[src/rtl/alu_muldiv.sv]
// alu_muldiv
// Execute-stage ALU driven by the 4-bit ALU_Ctrl code from the ALU control
// decoder. It covers the single-cycle logic, arithmetic and compare operations
// and owns the HI/LO register pair. Signed MULT and DIV run on an iterative
// engine: one shift-add or restoring-division step per cycle, then a sign-fix
// cycle. The engine tells pipeline control when it is busy and when to stall.
//
// Ports
//   clk      : single clock
//   rst      : synchronous, active-high reset
//   start    : the instruction in EX is valid this cycle
//   ALU_Ctrl : operation code
//   A, B     : operands (A from rs, B from rt or the immediate)
//   Result   : combinational result of single-cycle ops, MFHI and MFLO
//   Zero     : Result == 0
//   busy     : the MULT/DIV engine is running (RUN or FIX state)
//   stall    : upstream must hold the EX instruction
//   done     : one-cycle pulse in the cycle after HI/LO are written

module alu_muldiv #(
    parameter int WIDTH = 32
) (
    input  logic             clk,
    input  logic             rst,
    input  logic             start,
    input  logic [3:0]       ALU_Ctrl,
    input  logic [WIDTH-1:0] A,
    input  logic [WIDTH-1:0] B,
    output logic [WIDTH-1:0] Result,
    output logic             Zero,
    output logic             busy,
    output logic             stall,
    output logic             done
);

    typedef enum logic [1:0] {
        IDLE = 2'd0,
        RUN  = 2'd1,
        FIX  = 2'd2
    } state_t;

    localparam logic [5:0] LAST_ITER = 6'(WIDTH - 1);

    state_t           state;
    logic [5:0]       count;
    logic [WIDTH-1:0] hi;
    logic [WIDTH-1:0] lo;
    logic [WIDTH-1:0] mag_a;
    logic [WIDTH-1:0] mag_b;
    logic             sign_a;
    logic             sign_b;
    logic             op_mult;
    logic             b_zero;

    // Shared working pair: partial product {acc_hi, acc_lo} during MULT,
    // remainder (acc_hi) and dividend/quotient shifter (acc_lo) during DIV.
    logic [WIDTH-1:0] acc_hi;
    logic [WIDTH-1:0] acc_lo;

    logic [WIDTH-1:0]   abs_a;
    logic [WIDTH-1:0]   abs_b;
    logic               is_muldiv;
    logic               accept;
    logic [WIDTH:0]     mul_sum;
    logic [2*WIDTH-1:0] mul_next;
    logic [WIDTH:0]     div_shift;
    logic [WIDTH:0]     div_diff;
    logic               div_ok;
    logic [WIDTH-1:0]   div_rem;
    logic [2*WIDTH-1:0] prod;
    logic [2*WIDTH-1:0] prod_fixed;
    logic [WIDTH-1:0]   quot_fixed;
    logic [WIDTH-1:0]   rem_fixed;
    logic               slt;

    assign abs_a     = A[WIDTH-1] ? -A : A;
    assign abs_b     = B[WIDTH-1] ? -B : B;
    assign is_muldiv = (ALU_Ctrl[3:1] == 3'b100);
    assign accept    = start && is_muldiv && (state == IDLE);

    assign busy  = (state != IDLE);
    // Codes 1000..1011 are MULT, DIV, MFHI, MFLO: all need the engine idle.
    assign stall = busy && start && (ALU_Ctrl[3:2] == 2'b10);

    // Shift-add step: add the multiplicand when the current multiplier bit is
    // set, then shift the whole {carry, acc_hi, acc_lo} right by one.
    assign mul_sum  = {1'b0, acc_hi} + {1'b0, (acc_lo[0] ? mag_a : '0)};
    assign mul_next = {mul_sum, acc_lo[WIDTH-1:1]};

    // Restoring step: bring in the next dividend bit and keep the difference
    // only if it did not go negative. A zero divisor always "succeeds", which
    // leaves the remainder equal to |A| and the quotient all ones.
    assign div_shift = {acc_hi, acc_lo[WIDTH-1]};
    assign div_diff  = div_shift - {1'b0, mag_b};
    assign div_ok    = ~div_diff[WIDTH];
    assign div_rem   = div_ok ? div_diff[WIDTH-1:0] : div_shift[WIDTH-1:0];

    // Sign correction applied in FIX. The remainder takes the dividend's sign;
    // divide-by-zero forces LO to all ones regardless of operand signs.
    assign prod       = {acc_hi, acc_lo};
    assign prod_fixed = (sign_a ^ sign_b) ? -prod : prod;
    assign quot_fixed = b_zero ? '1 : ((sign_a ^ sign_b) ? -acc_lo : acc_lo);
    assign rem_fixed  = sign_a ? -acc_hi : acc_hi;

    assign slt = ($signed(A) < $signed(B));

    always_comb begin
        Result = '0;
        unique case (ALU_Ctrl)
            4'b0000, 4'b0101, 4'b1100, 4'b1101: Result = A + B;
            4'b0001, 4'b0110:                   Result = A - B;
            4'b0010:                            Result = A & B;
            4'b0011:                            Result = A | B;
            4'b0100:                            Result = ~(A | B);
            4'b0111:                            Result = {{(WIDTH-1){1'b0}}, slt};
            4'b1010:                            Result = hi;
            4'b1011:                            Result = lo;
            default:                            Result = '0;
        endcase
    end

    assign Zero = (Result == '0);

    always_ff @(posedge clk) begin
        if (rst) begin
            state   <= IDLE;
            count   <= '0;
            hi      <= '0;
            lo      <= '0;
            done    <= 1'b0;
            acc_hi  <= '0;
            acc_lo  <= '0;
            mag_a   <= '0;
            mag_b   <= '0;
            sign_a  <= 1'b0;
            sign_b  <= 1'b0;
            op_mult <= 1'b0;
            b_zero  <= 1'b0;
        end else begin
            done <= 1'b0;
            case (state)
                IDLE: begin
                    if (accept) begin
                        mag_a   <= abs_a;
                        mag_b   <= abs_b;
                        sign_a  <= A[WIDTH-1];
                        sign_b  <= B[WIDTH-1];
                        op_mult <= ALU_Ctrl[0];
                        b_zero  <= (B == '0);
                        count   <= '0;
                        acc_hi  <= '0;
                        acc_lo  <= ALU_Ctrl[0] ? abs_b : abs_a;
                        state   <= RUN;
                    end
                end
                RUN: begin
                    if (op_mult) begin
                        acc_hi <= mul_next[2*WIDTH-1:WIDTH];
                        acc_lo <= mul_next[WIDTH-1:0];
                    end else begin
                        acc_hi <= div_rem;
                        acc_lo <= {acc_lo[WIDTH-2:0], div_ok};
                    end
                    count <= count + 6'd1;
                    if (count == LAST_ITER) begin
                        state <= FIX;
                    end
                end
                FIX: begin
                    if (op_mult) begin
                        hi <= prod_fixed[2*WIDTH-1:WIDTH];
                        lo <= prod_fixed[WIDTH-1:0];
                    end else begin
                        hi <= rem_fixed;
                        lo <= quot_fixed;
                    end
                    done  <= 1'b1;
                    state <= IDLE;
                end
                default: state <= IDLE;
            endcase
        end
    end

endmodule

[config.mk]
export PLATFORM = sky130hd
export DESIGN_NAME = alu_muldiv
export DESIGN_NICKNAME = d
export VERILOG_FILES = /design/src/rtl/alu_muldiv.sv
export SDC_FILE = /design/constraint.sdc
export NUM_CORES = 1
export LEC_CHECK = 0
export CAP_MARGIN = 15
export CORE_MARGIN = 4
export CORE_UTILIZATION = 40
export CTS_CLUSTER_DIAMETER = 30
export DETAILED_ROUTE_END_ITERATION = 8
export HOLD_SLACK_MARGIN = 0.02
export PLACE_DENSITY = 0.63
export SYNTH_ARGS = -nofsm -noshare
export SYNTH_HDL_FRONTEND = slang
export SYNTH_SLANG_ARGS = --single-unit
export TNS_END_PERCENT = 20
[constraint.sdc]
create_clock -name clk -period 6.9 [get_ports clk]
set_input_delay 0.69 -clock clk [delete_from_list [all_inputs] [get_ports clk]]
set_output_delay 0.69 -clock clk [all_outputs]
set_load 0.005 [all_outputs]
== Word level (Yosys, flattened, before mapping) ==
Cells that the tools add are included.

* Output and inout bits: 36
* Input port bits: 71
* Logic and storage cells: 86
* Bits in registers: 205

* Order comparisons: 1
* Bitwise operators: 5
* Mux-type cells: 24
* Add/sub/neg operators: 10
* Reductions and logical operators: 15
* Equality and inequality tests: 18

{| class="wikitable"
|+ Operators with widths
! operator !! count
|-
| 32-bit 2-to-1 mux || 14
|-
| 32-bit one-hot mux with 8 select lines || 1
|-
| 32-bit negator || 4
|-
| 32-bit one-hot mux with 2 select lines || 2
|-
| 32-bit zero test || 2
|-
| 64-bit 2-to-1 mux || 1
|-
| 64-bit negator || 1
|-
| 32-bit by 32-bit adder with 33-bit output || 1
|-
| 33-bit by 32-bit subtractor with 33-bit output || 1
|-
| 32-bit adder || 1
|-
| 32-bit bitwise AND || 1
|-
| 32-bit less-than comparator || 1
|-
| 32-bit inverter || 1
|-
| 32-bit OR || 1
|-
| 32-bit subtractor || 1
|-
| 4-bit by 3-bit equality test with 1-bit output, second input constant || 4
|-
| 4-bit equality test, second input constant || 4
|-
| 6-bit one-hot mux with 2 select lines || 1
|-
| 4-bit by 2-bit equality test with 1-bit output, second input constant || 2
|-
| 6-bit by 1-bit adder with 6-bit output, second input constant || 1
|-
| 6-bit by 5-bit equality test with 1-bit output, second input constant || 1
|-
| 6-bit 2-to-1 mux || 1
|-
| 2-bit AND reduction || 3
|-
| 2-bit equality test, second input constant || 2
|-
| 15 further kinds || 21
|}

== Depth between registers and ports, before layout ==
* Depth after elaboration: 5
* Depth in mapped cells: 17
* Depth with buffers taken out: 15

== Worst setup path after synthesis ==
Ideal clock, no wire load.

* Path kind: input to output
* Start: in A[0]
* End: out Zero
* Slack: 1,398 ps
* Cell stages on the path: 14
* Path buffers: 0
* Data required time: 6,210 ps
* Arrival: 4,812 ps
* Path through: inv_1 ha_1 fa_1 or2_1 nand2b_1 a21oi_1 a221o_1 a221o_1 or4_1 or4_1 or4_1 or4b_1 or4b_1 nor4_2

* Elaborated cells on any way between the ends: 8
* Classes of those cells: 2 x add/sub; 1 x order compare; 1 x mux; 3 x bitwise; 1 x reduce/logical

{| class="wikitable"
|+ RTL lines
! item !! line !! text
|-
| start, declared || 27 || <nowiki>input logic [WIDTH-1:0] A,</nowiki>
|-
| 32-bit subtractor / 32-bit adder (equally long branches) || 111, 110 ||
|-
| 32-bit one-hot mux with 8 select lines (*) || 109 || <nowiki>unique case (ALU_Ctrl)</nowiki>
|-
| net Result[4] || 29 || <nowiki>output logic [WIDTH-1:0] Result,</nowiki>
|-
| 32-bit zero test (*) || 122 || <nowiki>assign Zero = (Result == '0);</nowiki>
|-
| end, declared || 30 || <nowiki>output logic Zero,</nowiki>
|}

Mark *: on every way through the listed nets, which the timed path passes. The rest lies on a longest branch.

== Final worst setup path ==
* Start: in A[0]
* End: out Zero

* Longest elaborated chain between the ends: 4
* Elaborated cells on any way between the ends: 8
* Classes of those cells: 2 x add/sub; 1 x order compare; 1 x mux; 3 x bitwise; 1 x reduce/logical

{| class="wikitable"
|+ Ends and longest elaborated chain
! item !! line
|-
| parallel branches: the longest is 2 deep, another holds 32-bit subtractor || n/a
|-
| 32-bit one-hot mux with 8 select lines (*) || 109
|-
| 32-bit zero test (*) || 122
|}

Every way passes the cells marked *.

==> summary.md <==
| Metric | Value |
|---|---|
| CTS tree | `done` |
| Vias | `about 23000` |
| Share of cells above drive strength 1 | `0.0842` |
| Xor/xnor share of the synthesized area | `0.0707` |
| Tot Pwr | `a little under 5000 uW` |
| Critical setup path kind | `in -> out` |
| Hold-fix buffers, CTS | `0` |
| WL/cell | `roughly 23 microns` |
| H-tree levels | `2` |
| R2R Path End | `acc_hi[0]` |
| Comb power frac | `0.345` |
| Adder-Cell Fraction of Synth Area | `0.111` |
| Final net count | `3179` |
| Initial antenna violation count | `0` |
| Reg2reg path depth | `17` |
| Status | `completed` |
| GRT Util Overall | `0.284` |
| Net Switching | `roughly 1800 uW` |
| Crit-path cells | `clkdlybuf4s50_1 -> inv_1 -> ha_1 -> fa_1 -> or2_1 -> buf_4 -> a221o_1 -> nor2_2 -> o31a_1 -> nor2_1 -> a221o_1 -> a221o_1 -> or4_1 -> or4b_1 -> or4b_1 -> nor4_4 -> dlygate4sd2_1` |
| Post-DP HPWL | `63900 microns` |
| Power per cell area | `202 nW/um^2` |
| Slew Limit Fails | `0` |
| Die W | `around 240 microns` |
| Critical path origin | `A[0]` |
| Largest net degree at the start of global routing | `102` |
| WP data arrival | `6.01 ns` |
| Most used flip-flop cell after synthesis | `dfxtp_1` |
| Final period util | `0.971` |
| Number of synthesized flops with an enable pin | `0` |
| Tightest Pin Transition | `approximately 1.1 ns` |
| Die area | `55800 sq um` |
| Initial core utilization | `0.405` |
| Clock power frac | `0.398` |
| Crit-path max FO | `3` |
| Synth top area cells | `dfxtp_1 (20%), ha_1 (11%), a211oi_1 (6.8%)` |
| Clock sinks | `205` |
| Cell variety after synth | `87` |
| Slowest stage cell on the critical path | `or4_1` |
| Post-route core utilization | `0.475` |
| Final GP Congestion | `between 1 and 1.5` |
| Final WL | `83100 microns` |
| Main combinational cell family by area after synthesis | `compound AO/OA/AOI/OAI gates` |
| Mean area per synthesized cell | `7.33 sq um` |
| Worst Skew | `~0.022 ns` |
| First-pass GRT wire length | `between 100000 and 150000 microns` |
| Syn. warnings | `0` |
| CTS root buffer | `clkbuf_16` |
| Initial DRC Count | `2437` |
| CP dominant cell by count | `a221o_1` |
| CP Capture Point | `Zero` |
| Final setup fails | `0` |
| Worst-Skew Late Latency | `0.53 ns` |
| Rel. slew slack | `0.292` |
| Tmin final | `6.70 ns` |
| Mux contribution to synthesized area | `0.0296` |
| Critical R2R Launch | `acc_lo[31]` |
| Fmax | `0.149 GHz` |
| RSZ-0062 raised after global routing | `false` |
| Max VDD drop | `0.161 mV` |
| GRT overflow | `0` |
| Buffers added on ports | `around 110` |
| Die Y-Extent | `approximately 240 microns` |
| Leak | `0.00960 uW` |
| Core area | `approximately 51000 sq um` |
| Min-Delay Startpoint | `mag_a[0]` |
| Syn Std Cell Area | `around 21000 sq um` |
| # IOs | `between 100 and 150` |
| Yosys top cell area share | `0.197` |
| Clock tree buffer depth | `3` |
| DR pass1 iterations | `9` |
| Row cnt | `83` |
| Startpoint class of the critical path | `input pin` |
| Net Sw Frac | `0.364` |
| Net count after synthesis | `between 3000 and 4000` |
| WP data required | `6.21 ns` |
| #FFs+latches synth | `205` |
| Complex-gate fraction of the synthesized area | `0.314` |
| Hold Fails Final Rpt | `0` |
| Hold Crit Class | `reg -> reg` |
| Routed Antenna Nets | `0` |
| Register area share after synthesis | `0.197` |
| Hold Path Depth | `2` |
| CTS Buf Count | `39` |
| Cells after Synth | `2842` |
| Diode count | `0` |
| Cell taking the most area after synthesis | `dfxtp_1` |
| Simple-gate share of the synthesized area | `0.215` |
| Vias in the first global route | `21400` |
| R2r setup slk | `about 2.1 ns` |
| Sequential Power Share | `0.257` |
| Async S/R FF share, synth | `0` |
| Largest stage delay on the critical path | `around 0.53 ns` |
| DR DRC count | `0` |
| Max-cap violations | `0` |
| Worst-path clk slew | `roughly 0.050 ns` |
| Internal | `about 3100 uW` |
| CP Capture Type | `output port` |
| Synth-to-layout area growth | `17.4%` |
| Via-to-Cell Ratio | `6.22` |
-- layout make-up --
| cell class | instances | area [sq um] |
|---|---|---|
| clock buffers | 48 | 1090 |
| clock inverters | 23 | 264 |
| fillers | 5087 | 27000 |
| inverters | 160 | 601 |
| multi-input cells | 2291 | 15500 |
| flip-flops and latches | 205 | 4110 |
| well taps | 680 | 851 |
| repair buffers | 229 | 2010 |
-- cell usage after synthesis, drive strengths merged (16+ instances only) --
cell type	count
nor4	22
nand2	195
inv	158
buf	30
and2	42
or4	18
and3	22
a21oi	192
ha	178
o21ai	146
nand4	24
nand3	56
dfxtp	205
xor2	47
or2	23
nor2b	23
nor3	86
a22oi	19
mux2i	51
o211ai	38
xnor2	121
nand2b	33
o31ai	36
a21o	54
clkbuf	156
nor2	331
a211oi	190
a31oi	28
a221o	16
a221oi	24
or3	29
o21bai	22
-- registers in the layout (all words and copies together), names as in the netlist --
signal,count
state,2
mag_a,32
acc_lo,32
sign_a,1
acc_hi,32
done,1
count,6
lo,32
b_zero,1
sign_b,1
hi,32
mag_b,32
op_mult,1
-- worst min-delay path by stage --
stage / to / slack (ns)
finish: mag_a[0] / 0.45
global placement: mag_a[25] / 0.44
detailed placement: mag_a[0] / 0.45
CTS: mag_a[0] / 0.45
global route: mag_a[0] / 0.47
floorplan: hi[16] / 0.43
-- cells in the final DEF (no fill, tap or decap), types with 38 or more instances in the layout --
master,netlist,layout
a211oi_1,189,189
a21o_1,54,54
a21oi_1,192,191
and2_1,42,42
buf_4,2,121
clkbuf_16,0,41
clkdlybuf4s50_1,0,103
dfxtp_1,205,204
ha_1,178,178
inv_1,155,155
mux2i_1,51,50
nand2_1,195,195
nand3_1,56,56
nor2_1,330,328
nor3_1,85,83
o211ai_1,38,38
o21ai_0,136,136
xnor2_1,121,120
xor2_1,47,47
-- cell families after synthesis --
kind of cell | count (synthesis)
xor gates and xnor gates | 168
buffers and inverters | 346
DFF | 205
adders and majority gates | 182
muxes | 59
AOI/OAI and AO/OA | 945
and+or+nand+nor | 937
-- per-stage QoR --
step / cell area [sq um] / setup TNS, ns / worst slack [ns] / std cells / hold slack, ns
floorplan: 20800 / 0 / 1.40 / 2842 / 0.431
global placement: 23000 / -0.151 / -0.151 / 3564 / 0.444
detailed placement: 23000 / -0.151 / -0.151 / 3564 / 0.446
CTS: 24400 / 0 / 0.179 / 3635 / 0.453
global route: 24400 / 0 / 0.0503 / 3636 / 0.470
finish: 24400 / 0 / 0.201 / 3636 / 0.450
-- critical path, delay by kind of cell --
family	cells	cell delay (ns)
buffers and inverters	4	0.97
AO/OA/AOI/OAI	4	1.33
AND/OR/NAND/NOR	7	2.38
adder cells (fa/ha/maj)	2	0.63
-- power groups by stage --
stage               Clock, uW  Sequential (uW)  Combinational (uW)
finish                   1970             1270                1710
global route             2040             1280                1850
CTS                      1990             1270                1670
detailed placement          0             1300                1660
global placement            0             1300                1650
floorplan                   0             1270                1100
-- metal layers --
metal	GRT usage	wire [microns]
met2	0.455	37200
met1	0.409	37600
met5	0	0
met4	0.0672	2060
met3	0.0336	6200
-- what timing repair did --
item	CTS	global route
resized for setup	4	0
setup endpoints to repair	1	0
setup buffers	0	0
hold endpoints to repair	0	0
Power figures use the tool's default switching activity.
